`config.mk`:
```
export PLATFORM = sky130hd
export DESIGN_NAME = alu_cmd_sequencer
export DESIGN_NICKNAME = d
export VERILOG_FILES = /design/src/rtl/alu_cmd_sequencer.sv
export SDC_FILE = /design/constraint.sdc
export NUM_CORES = 1
export LEC_CHECK = 0
export CORE_MARGIN = 2
export CORE_UTILIZATION = 55
export CTS_BUF_LIST = sky130_fd_sc_hd__clkbuf_4 sky130_fd_sc_hd__clkbuf_8
export CTS_CLUSTER_SIZE = 10
export DETAILED_ROUTE_END_ITERATION = 10
export GPL_TIMING_DRIVEN = 1
export HOLD_SLACK_MARGIN = 0.06
export PLACE_DENSITY = 0.84
export SYNTH_ARGS = -nofsm -noshare
export SYNTH_HDL_FRONTEND = slang
export SYNTH_SLANG_ARGS = --single-unit
```
`constraint.sdc`:
```
create_clock -name clk -period 3 [get_ports clk]
set_input_delay 0.3 -clock clk [delete_from_list [all_inputs] [get_ports clk]]
set_output_delay 0.3 -clock clk [all_outputs]
set_load 0.02 [all_outputs]
```
`src/rtl/alu_cmd_sequencer.sv`:
```
// Command FIFO plus IDLE/EXEC/HOLD sequencer that drives an external combinational
// ALU from registers and captures its result into a tagged valid/ready output register.
module alu_cmd_sequencer #(
    parameter int N     = 8,
    parameter int DEPTH = 4,
    parameter int TAG_W = 4
) (
    input  logic             clk,
    input  logic             rst_n,
    input  logic             in_valid,
    output logic             in_ready,
    input  logic [N-1:0]     in_a,
    input  logic [N-1:0]     in_b,
    input  logic             in_cin,
    input  logic             in_bin,
    input  logic [1:0]       in_sel,
    output logic [N-1:0]     alu_a,
    output logic [N-1:0]     alu_b,
    output logic             alu_cin,
    output logic             alu_bin,
    output logic [1:0]       alu_sel,
    input  logic [2*N-1:0]   alu_y,
    input  logic             alu_cout,
    input  logic             alu_bout,
    input  logic             alu_gr,
    input  logic             alu_le,
    input  logic             alu_eq,
    output logic             out_valid,
    input  logic             out_ready,
    output logic [2*N-1:0]   out_y,
    output logic             out_cout,
    output logic             out_bout,
    output logic [2:0]       out_flags,
    output logic [1:0]       out_sel,
    output logic [TAG_W-1:0] out_tag
);

    localparam int PTR_W = (DEPTH > 1) ? $clog2(DEPTH) : 1;
    localparam int CNT_W = $clog2(DEPTH + 1);

    typedef struct packed {
        logic [N-1:0]     a;
        logic [N-1:0]     b;
        logic             cin;
        logic             bin;
        logic [1:0]       sel;
        logic [TAG_W-1:0] tag;
    } cmd_t;

    typedef enum logic [1:0] {IDLE, EXEC, HOLD} state_t;

    cmd_t             mem_q [DEPTH];
    cmd_t             mem_d [DEPTH];
    logic [PTR_W-1:0] wr_ptr_q, wr_ptr_d, rd_ptr_q, rd_ptr_d;
    logic [CNT_W-1:0] count_q, count_d;
    logic [TAG_W-1:0] tag_cnt_q, tag_cnt_d;
    state_t           state_q, state_d;
    logic [N-1:0]     alu_a_q, alu_a_d, alu_b_q, alu_b_d;
    logic             alu_cin_q, alu_cin_d, alu_bin_q, alu_bin_d;
    logic [1:0]       alu_sel_q, alu_sel_d, exec_sel_q, exec_sel_d;
    logic [TAG_W-1:0] exec_tag_q, exec_tag_d;
    logic             out_valid_q, out_valid_d;
    logic [2*N-1:0]   out_y_q, out_y_d;
    logic             out_cout_q, out_cout_d, out_bout_q, out_bout_d;
    logic [2:0]       out_flags_q, out_flags_d;
    logic [1:0]       out_sel_q, out_sel_d;
    logic [TAG_W-1:0] out_tag_q, out_tag_d;
    logic             full, empty, push, pop;
    cmd_t             head;

    assign full     = (count_q == CNT_W'(DEPTH));
    assign empty    = (count_q == '0);
    assign in_ready = !full;
    assign head     = mem_q[rd_ptr_q];

    always_comb begin
        mem_d       = mem_q;
        wr_ptr_d    = wr_ptr_q;
        rd_ptr_d    = rd_ptr_q;
        tag_cnt_d   = tag_cnt_q;
        state_d     = state_q;
        alu_a_d     = alu_a_q;
        alu_b_d     = alu_b_q;
        alu_cin_d   = alu_cin_q;
        alu_bin_d   = alu_bin_q;
        alu_sel_d   = alu_sel_q;
        exec_sel_d  = exec_sel_q;
        exec_tag_d  = exec_tag_q;
        out_valid_d = out_valid_q;
        out_y_d     = out_y_q;
        out_cout_d  = out_cout_q;
        out_bout_d  = out_bout_q;
        out_flags_d = out_flags_q;
        out_sel_d   = out_sel_q;
        out_tag_d   = out_tag_q;
        push        = in_valid && !full;
        pop         = 1'b0;

        case (state_q)
            IDLE: begin
                if (!empty) begin
                    pop     = 1'b1;
                    state_d = EXEC;
                end
            end
            EXEC: begin
                out_y_d     = alu_y;
                out_cout_d  = alu_cout;
                out_bout_d  = alu_bout;
                out_flags_d = {alu_gr, alu_le, alu_eq};
                out_sel_d   = exec_sel_q;
                out_tag_d   = exec_tag_q;
                out_valid_d = 1'b1;
                state_d     = HOLD;
            end
            HOLD: begin
                if (out_ready) begin
                    out_valid_d = 1'b0;
                    if (!empty) begin
                        pop     = 1'b1;
                        state_d = EXEC;
                    end else begin
                        state_d = IDLE;
                    end
                end
            end
            default: state_d = IDLE;
        endcase

        if (pop) begin
            alu_a_d    = head.a;
            alu_b_d    = head.b;
            alu_cin_d  = head.cin;
            alu_bin_d  = head.bin;
            alu_sel_d  = head.sel;
            exec_sel_d = head.sel;
            exec_tag_d = head.tag;
            rd_ptr_d   = rd_ptr_q + PTR_W'(1);
        end

        if (push) begin
            mem_d[wr_ptr_q] = '{a: in_a, b: in_b, cin: in_cin, bin: in_bin,
                                sel: in_sel, tag: tag_cnt_q};
            wr_ptr_d  = wr_ptr_q + PTR_W'(1);
            tag_cnt_d = tag_cnt_q + TAG_W'(1);
        end

        count_d = count_q + CNT_W'(push) - CNT_W'(pop);
    end

    // FIFO storage holds data only; emptiness is tracked by count_q, so no reset needed
    always_ff @(posedge clk) begin
        mem_q <= mem_d;
    end

    always_ff @(posedge clk) begin
        if (!rst_n) begin
            wr_ptr_q    <= '0;
            rd_ptr_q    <= '0;
            count_q     <= '0;
            tag_cnt_q   <= '0;
            state_q     <= IDLE;
            alu_a_q     <= '0;
            alu_b_q     <= '0;
            alu_cin_q   <= 1'b0;
            alu_bin_q   <= 1'b0;
            alu_sel_q   <= '0;
            exec_sel_q  <= '0;
            exec_tag_q  <= '0;
            out_valid_q <= 1'b0;
            out_y_q     <= '0;
            out_cout_q  <= 1'b0;
            out_bout_q  <= 1'b0;
            out_flags_q <= '0;
            out_sel_q   <= '0;
            out_tag_q   <= '0;
        end else begin
            wr_ptr_q    <= wr_ptr_d;
            rd_ptr_q    <= rd_ptr_d;
            count_q     <= count_d;
            tag_cnt_q   <= tag_cnt_d;
            state_q     <= state_d;
            alu_a_q     <= alu_a_d;
            alu_b_q     <= alu_b_d;
            alu_cin_q   <= alu_cin_d;
            alu_bin_q   <= alu_bin_d;
            alu_sel_q   <= alu_sel_d;
            exec_sel_q  <= exec_sel_d;
            exec_tag_q  <= exec_tag_d;
            out_valid_q <= out_valid_d;
            out_y_q     <= out_y_d;
            out_cout_q  <= out_cout_d;
            out_bout_q  <= out_bout_d;
            out_flags_q <= out_flags_d;
            out_sel_q   <= out_sel_d;
            out_tag_q   <= out_tag_d;
        end
    end

    assign alu_a     = alu_a_q;
    assign alu_b     = alu_b_q;
    assign alu_cin   = alu_cin_q;
    assign alu_bin   = alu_bin_q;
    assign alu_sel   = alu_sel_q;
    assign out_valid = out_valid_q;
    assign out_y     = out_y_q;
    assign out_cout  = out_cout_q;
    assign out_bout  = out_bout_q;
    assign out_flags = out_flags_q;
    assign out_sel   = out_sel_q;
    assign out_tag   = out_tag_q;

endmodule

```
Yosys cells after proc, flatten, opt, wreduce, memory -nomap -nowiden:

Cells that the tools add are included.

* flip-flop bits (word level): 161
* input port bits: 45
* output and inout port bits: 49

* add/sub/neg operators: 5
* $lt $le $gt $ge: 3
* equal/unequal tests: 5
* multiplexer cells: 15
* bitwise logic cells: 2
* reductions and logical operators: 8

Operator list (number)
* 96-bit bitwise mux: 1
* 24-bit 2-to-1 mux: 3
* 24-bit binary-select mux with 2-bit select: 1
* 24-bit demux with 2-bit select: 1
* 3-bit greater-or-equal comparator (second input constant): 2
* 2-bit inverter with 3-bit output: 2
* 2-bit case mux with 3 select lines: 1
* 2-bit by 1-bit adder with 2-bit output (second input constant): 2
* 4-bit by 1-bit adder with 4-bit output (second input constant): 1
* 1-bit 2-to-1 mux: 4
* 2-bit 2-to-1 mux: 2
* 2-bit != test (second input constant): 2
* 1-bit case mux with 2 select lines: 2
* 2-bit AND reduction: 2
* 3-bit by 1-bit adder with 3-bit output: 1
* 3-bit equality test (second input constant): 1
* 3-bit logical NOT: 1
* 3-bit by 1-bit less-than comparator with 1-bit output (second input constant): 1
* 3-bit by 1-bit subtractor with 3-bit output: 1
* 2-bit by 1-bit equality test with 1-bit output (second input constant): 1
* 2-bit equality test (second input constant): 1
* 1-bit logical AND: 2
* 2-bit logical NOT: 1
* 2-bit nonzero test: 1
* 1-bit logical NOT: 1

Depth between registers and ports, before layout:

* depth after elaboration: 6
* mapped depth: 11
* mapped depth without buffers: 11

Worst setup path before layout:

Ideal clock, no wire load.

* path type: reg-to-reg
* start point: register count_q[1]
* end point: register count_q[2]
* arrival: 2.307 ns
* data required time: 2.922 ns
* setup slack: 0.615 ns
* cell stages (with the launch flop): 12
* buffers on the path: 1
* clock period less this slack: 2.385 ns
* cells stage by stage: dfxtp_1 -> nor3_2 -> nor3_2 -> buf_2 -> ha_1 -> inv_1 -> ha_1 -> inv_1 -> fa_1 -> xor2_1 -> and2_1 -> nor3_1

* word-level cells in the longest chain between the ends: 5
* elaborated cells between the ends (all ways): 9
* those cells by class: add/sub (2); eq/ne (1); mux (3); reduce/logical (3)

RTL lines
* start, declared: line 55 `logic [CNT_W-1:0] count_q, count_d;`
* start signal, assigned: line 180 `count_q <= count_d;`
* 3-bit logical NOT *: line 72 `assign empty = (count_q == '0);`
* 1-bit 2-to-1 mux *: line 101, 119
* 1-bit 2-to-1 mux: line 117 `if (out_ready) begin`
* 1-bit case mux with 2 select lines *: line 99 `case (state_q)`
* named net pop: line 68 `logic full, empty, push, pop;`
* 3-bit by 1-bit subtractor with 3-bit output *: line 148 `count_d = count_q + CNT_W'(push) - CNT_W'(pop);`

The timed path passes the listed nets; every way through them passes the cells marked *.
A chain may end at the register's enable or synchronous reset.

Worst setup path after layout:

* start point: register count_q[1]
* end point: register count_q[2]

* word-level cells in the longest chain between the ends: 5
* elaborated cells between the ends (all ways): 9
* those cells by class: add/sub (2); eq/ne (1); mux (3); reduce/logical (3)

RTL lines (line)
* 3-bit equality test or 3-bit logical NOT (tied branches): 71, 72
* 1-bit logical NOT or 1-bit 2-to-1 mux (tied branches): 96, 101, 119
* 1-bit logical AND or 1-bit 2-to-1 mux (tied branches): 96, 117
* 3-bit by 1-bit adder with 3-bit output or 1-bit case mux with 2 select lines (tied branches): 148, 99
* 3-bit by 1-bit subtractor with 3-bit output *: 148

Every way passes the cells marked *; elsewhere a longest branch is shown, timed or not.

==> impl_metrics.toml <==
[job]
cap_violations = 0

[clocking]
path_clk_slew_ns = 0.09
root_buffer = "clkbuf_8"
clockBufferDepth = 2
cts_hold_buffers = 0
cts_setup_buffers = 0
cts_max_level = 4
cts_resized = 0
cts.sinks = 161
cts_tree = "built"
clk_latency_ns = 0.44
cts_buffers = 17

[routing]
num_vias = 3588
routedWlPerCell_um = 17.1
drcViolationCount = 0
via_per_inst = 5.48
initialDrtViolationCount = 221
drtPass1Iterations = 4
routed_wl_um = 11200
ant_nets = 0

[timing]
slew_violations = 0
max_slew_margin = 0.342
whs_ns = 0.404
finClkSkew_ns = 0.0106
min_period_ns = 2.50
fin_tns_setup_ns = 0
setup_viol = 0
final.setup.worst_slack_ns = 0.503
final-hold-violation-count = 0
worst_pin_slew_ns = 0.988
rsz0062_at_grt = "no"
post-route-period-util = 0.832
max_freq_ghz = 0.400

[synth]
yosysTopAreaCell = "edfxtp_1"
ys_ff_latch = 161
ys_warn_count = 0
ys.flop_type = "edfxtp_1"
netlist_area_um2 = 5970
syn-mean-instance-area_um2 = 14.8
async_flop_share = 0
synth_area_leaders = "edfxtp_1 (48%), dfxtp_1 (22%), mux4_2 (9.1%)"
yosysMostFrequentCell = "edfxtp_1"
synth_cell_types = 35
synth_edf_count = 96
synth_top_area_frac = 0.483
seq_area_frac_synth = 0.701
syn-num-nets = 456
synth_common_cells = "edfxtp_1 (96), nand2_1 (82), dfxtp_1 (65)"
synthCells = 403

[placed_design]
placedCellCount = 623
place_area_um2 = 7020
port_buffers = 93
place_congestion = 0.735
dp_slack_ns = 0.336
dpl.hpwl_um = 6820

[floorplanning]
die_area_um2 = 11700
die_h_um = 108
die_w_um = 108
coreArea_um2 = 10700
start_util = 0.558
pin_count = 94
placementRows = 38

[critical_path]
rr_startpoint = "count_q[1]$_SDFF_PN0_"
r2r_end = "count_q[2]$_SDFF_PN0_"
cp-start-kind = "flop"
cp_data_arrival_time_ns = 2.86
worst-r2r-setup-slack_ns = 0.50
crit_required_ns = 3.36
endpoint_kind = "flop"
cp_max_fo = 10
r2r_cells = 11
critical_path_class = "reg -> reg"

[cells_and_area]
antenna_cells = 0
postLayoutCoreUtil = 0.693
layout.cells.non_filler = 655
fin_area_um2 = 7410
drive_above_1_share = 0.144
nets = 555
area_delta_synth_final_pct = 24.2

[global_routing]
track_usage = 0.202
grt_pass1_vias = 3636
grt_pass1_wl_um = 17600
overflow = 0
grt_max_degree = 37
antenna_found_initial = 0

[min_path]
hold_depth = 3
hp-class = "in -> reg"
min_from = "alu_y[0]"
holdPathEnd = "out_y[0]$_SDFFE_PN0P_"

[pwr]
power_density_nw_per_um2 = 869
p_total_mw = 6.44
leakagePower_nw = 2.47
max-vdd-ir-drop_uv = 449

[outcome]
outcome = "complete, no violations"
## how the worst max path moves through the flow
stage / startpoint / endpoint / slack (ns)
3_3_place_gp: out_ready / count_q[2]$_SDFF_PN0_ / 0.45
2_1_floorplan: count_q[1]$_SDFF_PN0_ / count_q[2]$_SDFF_PN0_ / 0.61
6_report: count_q[1]$_SDFF_PN0_ / count_q[2]$_SDFF_PN0_ / 0.50
5_1_grt: count_q[2]$_SDFF_PN0_ / count_q[2]$_SDFF_PN0_ / 0.31
4_1_cts: count_q[1]$_SDFF_PN0_ / count_q[2]$_SDFF_PN0_ / 0.52
3_5_place_dp: out_ready / count_q[2]$_SDFF_PN0_ / 0.34
## cells in the final DEF, fill, tap and decap left out, types with 2 or more instances in the layout
cell type	count
inv_1	6
nor2_1	3
bufinv_16	2
inv_2	2
nand2_1	82
dfxtp_1	64
nand2b_1	4
and3_1	4
o2bb2ai_1	24
nor3_1	2
clkinv_4	3
clkbuf_8	17
a21oi_1	33
buf_4	10
edfxtp_1	96
clkdlybuf4s50_1	93
o21ai_0	4
clkinvlp_4	6
mux4_2	24
and2_1	2
ha_1	7
mux2i_1	3
nand3_1	5
## flip-flops by register name, indices dropped and copies added, names as in the netlist, 3 cells and up
register and count:
alu_a 8, alu_b 8, count_q 3, exec_tag_q 4, mem_q 96, out_flags 3, out_tag 4, out_y 16
tag_cnt_q 4
## layer usage
metal / wire length, um / GRT usage
met5: 0 / 0
met4: 142 / 0.0742
met3: 784 / 0.0615
met2: 5860 / 0.351
met1: 4450 / 0.239
## power by group
part           internal (mW)  leakage [nW]  total [mW]  switching [mW]
clock                  0.744         0.178        1.54           0.796
combinational          0.896         0.876        1.89           0.992
sequential              2.74          1.42        3.01           0.272
## logic make-up after synthesis
logic type | count (synthesis) | synth area share
flip-flops | 161 | 0.701
AND/OR/NAND/NOR | 112 | 0.0862
AO/OA/AOI/OAI | 63 | 0.0690
buffers and inverters | 31 | 0.0285
multiplexers | 27 | 0.0956
adder cells (fa/ha/maj) | 8 | 0.0180
XOR/XNOR | 1 | 0.00147
## critical path: stages (launching register included)
cell and delay [ns]:
dfxtp_1 0.38, nor3b_2 0.42, inv_2 0.17, nand2_1 0.11, ha_1 0.23, inv_1 0.05
ha_1 0.14, inv_1 0.06, fa_1 0.37, xor2_1 0.18, and2_1 0.18, nor3_1 0.12
## area by class of cell
class                      count  area (um2)
clock buffer                  17         234
clock inverter                15         161
fill                         714        3280
inverter                       8        30.0
multi-input combinational    211        1620
sequential                   161        4190
tap                          140         175
timing repair buffer         103        1010
No activity file was read; power rests on OpenSTA's default activity.
